## src/rtl/yl3_display_sched.sv

```systemverilog
// Display scheduler for the driver_yl3 8-digit serial display: arbitrates normal/alert messages and runs the load/ready handshake.
// Optional periodic re-send is compiled in with `define YL3_SCHED_REFRESH_EN.
module yl3_display_sched #(
    parameter int unsigned ALERT_CYCLES   = 50_000_000,
    parameter int unsigned REFRESH_CYCLES = 5_000_000
) (
    input  logic        clk,
    input  logic        rst_n,
    input  logic [63:0] norm_data,
    input  logic        norm_valid,
    input  logic [63:0] alrt_data,
    input  logic        alrt_valid,
    input  logic        drv_ready,
    output logic [63:0] drv_data,
    output logic        drv_load,
    output logic        busy,
    output logic        alert_active,
    output logic        xfer_done
);

    localparam logic [63:0] BLANK = 64'h2020_2020_2020_2020;

    typedef enum logic [1:0] {S_IDLE, S_LOAD, S_WAIT} state_t;

    state_t      state;
    logic [63:0] norm_buf;
    logic [63:0] alrt_buf;
    logic        norm_pend;
    logic        alrt_pend;
    logic        src_alert;
    logic [31:0] alert_tmr;

    logic sel_alert;
    logic sel_pend;
    logic refresh_due;
    logic start;
    logic reload;
    logic expire;

    assign sel_alert = alert_active | alrt_pend;
    assign sel_pend  = sel_alert ? alrt_pend : norm_pend;
    assign start     = (state == S_IDLE) && drv_ready && (sel_pend || refresh_due);
    // Only a transfer carrying a freshly captured alert restarts the alert window.
    assign reload    = (state == S_LOAD) && !drv_ready && src_alert;
    assign expire    = alert_active && !reload && (alert_tmr <= 32'd1);
    assign busy      = (state != S_IDLE);

`ifdef YL3_SCHED_REFRESH_EN
    logic [31:0] refresh_cnt;

    assign refresh_due = (refresh_cnt == REFRESH_CYCLES);

    always_ff @(posedge clk or negedge rst_n) begin
        if (!rst_n) begin
            refresh_cnt <= 32'd0;
        end else if (start) begin
            refresh_cnt <= 32'd0;
        end else if ((state == S_IDLE) && !refresh_due) begin
            refresh_cnt <= refresh_cnt + 32'd1;
        end
    end
`else
    assign refresh_due = 1'b0;
`endif

    always_ff @(posedge clk or negedge rst_n) begin
        if (!rst_n) begin
            state     <= S_IDLE;
            drv_data  <= BLANK;
            drv_load  <= 1'b0;
            xfer_done <= 1'b0;
            src_alert <= 1'b0;
        end else begin
            xfer_done <= 1'b0;
            case (state)
                S_IDLE: begin
                    if (start) begin
                        drv_data  <= sel_alert ? alrt_buf : norm_buf;
                        drv_load  <= 1'b1;
                        src_alert <= sel_alert & alrt_pend;
                        state     <= S_LOAD;
                    end
                end
                S_LOAD: begin
                    if (!drv_ready) begin
                        drv_load <= 1'b0;
                        state    <= S_WAIT;
                    end
                end
                S_WAIT: begin
                    if (drv_ready) begin
                        xfer_done <= 1'b1;
                        state     <= S_IDLE;
                    end
                end
                default: state <= S_IDLE;
            endcase
        end
    end

    // A capture in the same cycle as the snapshot keeps its pending flag set.
    always_ff @(posedge clk or negedge rst_n) begin
        if (!rst_n) begin
            norm_buf  <= BLANK;
            alrt_buf  <= BLANK;
            norm_pend <= 1'b1;
            alrt_pend <= 1'b0;
        end else begin
            if (norm_valid) begin
                norm_buf <= norm_data;
            end
            if (alrt_valid) begin
                alrt_buf <= alrt_data;
            end
            norm_pend <= norm_valid | expire | (norm_pend & ~(start & ~sel_alert));
            alrt_pend <= alrt_valid | (alrt_pend & ~(start & sel_alert));
        end
    end

    always_ff @(posedge clk or negedge rst_n) begin
        if (!rst_n) begin
            alert_active <= 1'b0;
            alert_tmr    <= 32'd0;
        end else if (reload) begin
            alert_active <= 1'b1;
            alert_tmr    <= ALERT_CYCLES;
        end else if (alert_active) begin
            if (alert_tmr <= 32'd1) begin
                alert_active <= 1'b0;
                alert_tmr    <= 32'd0;
            end else begin
                alert_tmr <= alert_tmr - 32'd1;
            end
        end
    end

endmodule

```

## config.mk

```make
export PLATFORM = sky130hd
export DESIGN_NAME = yl3_display_sched
export DESIGN_NICKNAME = d
export VERILOG_FILES = /design/src/rtl/yl3_display_sched.sv
export SDC_FILE = /design/constraint.sdc
export NUM_CORES = 1
export LEC_CHECK = 0
export BUFFER_PORTS_ARGS = -buffer_cell sky130_fd_sc_hd__buf_4
export CORE_ASPECT_RATIO = 1.5
export CORE_MARGIN = 5
export CORE_UTILIZATION = 41
export CTS_CLUSTER_SIZE = 10
export DETAILED_ROUTE_END_ITERATION = 7
export MAX_ROUTING_LAYER = met4
export PLACE_DENSITY_LB_ADDON = 0.08
export SKIP_LAST_GASP = 1
export SLEW_MARGIN = 20
export SYNTH_ARGS = -nofsm -noshare
export SYNTH_HDL_FRONTEND = slang
export SYNTH_SLANG_ARGS = --single-unit
export TNS_END_PERCENT = 1
```

## constraint.sdc

```tcl
create_clock -name clk -period 3.3 [get_ports clk]
set_input_delay 0.66 -clock clk [delete_from_list [all_inputs] [get_ports clk]]
set_output_delay 0.66 -clock clk [all_outputs]
set_load 0.02 [all_outputs]
```

==> results.sh <==
export IMPL_ios=201
export IMPL_ir_drop_uv=420
export IMPL_cts_resized=0
export IMPL_clkPwrFrac_pct=29.4
export IMPL_synth_edf_count=0
export IMPL_initial_core_util_pct=41.7
export IMPL_worst_slew_pin_transition_ns=0.775
export IMPL_clock_sinks=232
export IMPL_routed_via_density=5.10
export IMPL_fin_area_um2=12600
export IMPL_grt_setup_unrepaired="no"
export IMPL_routed_wl_met3_mm=1.64
export IMPL_clk_pin_slew_ns=0.06
export IMPL_start_kind="flop"
export IMPL_post_dp_cell_area_um2=11800
export IMPL_multiInputGateArea_um2=3860
export IMPL_clock_skew_final_ns=0.0154
export IMPL_synthDistinctLibCells=56
export IMPL_cts_setup_buffers=0
export IMPL_numCtsBuffers=27
export IMPL_crit_path_cell_trace="or4_4, nor4b_4, a31o_2, nor3b_1, a211o_1"
export IMPL_power_density_nw_per_um2=733
export IMPL_final_cell_mix="207 x dfrtp_1, 207 x buf_4, 128 x mux2_2"
export IMPL_final_max_slew_viol_count=0
export IMPL_grt_max_degree=81
export IMPL_status="complete, no violations"
export IMPL_core_area_um2=23700
export IMPL_grt_usage_pct=17.9
export IMPL_fmax_mhz=433
export IMPL_switching_share_pct=32.5
export IMPL_synthCells=777
export IMPL_cp_slowest_cell="or4_4"
export IMPL_switchingPower_w=0.00300
export IMPL_min_period_ns=2.31
export IMPL_dpl_hpwl_mm=16.2
export IMPL_seqPwrFrac_pct=42.8
export IMPL_drtIter0Drc=211
export IMPL_area_delta_synth_final_pct=27.1
export IMPL_worst_setup_path_type="flop to flop"
export IMPL_dieArea_um2=27400
export IMPL_port_buffers=200
export IMPL_min_path_type="input port to asynchronous set/reset pin"
export IMPL_total_power_w=0.00922
export IMPL_drive_gt1_share_pct=41.8
export IMPL_drv_cap=0
export IMPL_avgSynthCellArea_um2=12.7
export IMPL_drc=0
export IMPL_seq_area_um2=5840
export IMPL_setup_viol=0
export IMPL_wl_met2_mm=12.1
export IMPL_wire_per_inst_um=18.1
export IMPL_combPwrFrac_pct=27.8
export IMPL_synth_cell_area_um2=9900
export IMPL_dr_pass1_iters=4
export IMPL_crit_fanout=13
export IMPL_n_fill_cell=2095
export IMPL_die_width_um=137
export IMPL_slowest_delay_ns=0.63
export IMPL_met1_length_mm=9.52
export IMPL_yosysWarnings=0
export IMPL_antenna_found_initial=1
export IMPL_grt_pass1_wl_mm=38.3
export IMPL_setup_tns_ns=0
export IMPL_antenna_left=0
export IMPL_async_flop_share_pct=100
export IMPL_final_hold_violation_count=0
export IMPL_p_leak_nw=5.37
export IMPL_overflow=0
export IMPL_cts_tree="done"
export IMPL_vias=6702
export IMPL_arrival_ns=2.71
export IMPL_insertion_delay_ns=0.53
export IMPL_grt_pass1_vias=7122
export IMPL_cellInternalPower_w=0.00623
export IMPL_cts_htree_levels=1
export IMPL_hold_buffers=0
export IMPL_cp_end_kind="flop"
export IMPL_num_rows=69
export IMPL_ys_seq_area_share_pct=59.0
export IMPL_period_share_pct=70.0
export IMPL_ys_ff_latch=232
export IMPL_synthesis_nets=912
export IMPL_synthFlopType="dfrtp_1"
export IMPL_required_ns=3.70
export IMPL_wirelength_mm=23.8
export IMPL_cts_root_buf="clkbuf_16"
export IMPL_place_gp_congestion=0.816
export IMPL_die_h_um=200
export IMPL_top_layer="met4"
export IMPL_slew_limit_headroom_pct=47.9
export IMPL_clockBufferDepth=3
export IMPL_nets=1109
## power groups by stage
| stage | combinational [W] | clock [W] | sequential, W |
|---|---|---|---|
| floorplan | 0.00102 | 0 | 0.00438 |
| global placement | 0.00258 | 0 | 0.00398 |
| detailed placement | 0.00262 | 0 | 0.00400 |
| CTS | 0.00262 | 0.00281 | 0.00396 |
| global route | 0.00282 | 0.00293 | 0.00404 |
| finish | 0.00256 | 0.00271 | 0.00395 |
## kinds of logic after synthesis
logic type | share of synthesized area, %
buf+inv | 2.15
compound gates | 7.61
mux | 21.2
simple gates | 9.76
fa+ha+maj | 0.253
flops | 59.0
## Yosys cell counts (4+ instances only)
cell type | instances | share of area, %
a211o_1 | 6 | 0.53
nand3_1 | 6 | 0.30
nor3_1 | 10 | 0.51
nor2_1 | 13 | 0.49
o21ai_0 | 71 | 3.6
nor4_1 | 4 | 0.25
a21o_1 | 4 | 0.30
nor3b_1 | 5 | 0.38
inv_1 | 5 | 0.19
buf_1 | 6 | 0.23
nand2b_1 | 4 | 0.25
or3_1 | 13 | 0.82
nand4_1 | 5 | 0.32
dfrtp_1 | 207 | 52
mux2i_1 | 66 | 6.7
o31ai_1 | 8 | 0.61
dfstp_2 | 25 | 6.6
a21oi_1 | 12 | 0.61
or4_1 | 4 | 0.30
nor4_4 | 4 | 0.86
mux2_2 | 128 | 15
o21ai_1 | 5 | 0.25
clkbuf_1 | 34 | 1.3
nand2_1 | 83 | 3.1
## cell type report
class,count,share of cell area [%]
inverter,5,0.149
sequential,232,46.4
antenna,1,0.0199
clock inverter,3,0.348
clock buffer,46,5.94
multi-input combinational,495,30.7
tap,319,3.17
timing repair buffer,213,13.3
## flip-flops by register name (all words and copies together) (netlist names), 2 cells and up
| register | flops |
|---|---|
| alert_tmr | 32 |
| alrt_buf | 64 |
| drv_data | 64 |
| norm_buf | 64 |
| state | 2 |
## metrics by stage
| step | util, % | worst slack [ns] | hold WS, ns | std cells |
|---|---|---|---|---|
| finish | 53.0 | 0.990 | 0.103 | 1314 |
| global route | 53.0 | 0.811 | 0.125 | 1314 |
| floorplan | - | 1.21 | 0.364 | 777 |
| detailed placement | 49.7 | 0.937 | 0.472 | 1264 |
| CTS | 53.0 | 0.986 | 0.115 | 1313 |
| global placement | 49.7 | 0.974 | 0.463 | 1264 |
## layer usage
metal  track usage, %  vias up
met3             4.42       43
met2             29.8      172
met1             21.5     3287
li1                 -     3200
met5                -        -
met4             4.99        0
## final timing paths
check | cells after the start | slack (ns) | start | to
hold reg to reg | 2 | 0.47 | drv_data[13] | drv_data[13]
hold / removal | 1 | 0.10 | rst_n | alert_tmr[20]
setup reg to reg | 5 | 0.99 | alert_tmr[4] | alert_tmr[17]
max in group asynchronous | 2 | 2.42 | rst_n | drv_data[29]
setup / recovery | 5 | 0.99 | alert_tmr[4] | alert_tmr[17]
min in group clk | 2 | 0.32 | drv_ready | state[1]
## critical path, delay by kind of cell (launching register included)
kind	cells	cell delay [ns]
AND/OR/NAND/NOR	3	1.08
AO/OA/AOI/OAI	2	0.68
flip-flops	1	0.43
(Power assumes the default switching activity.)
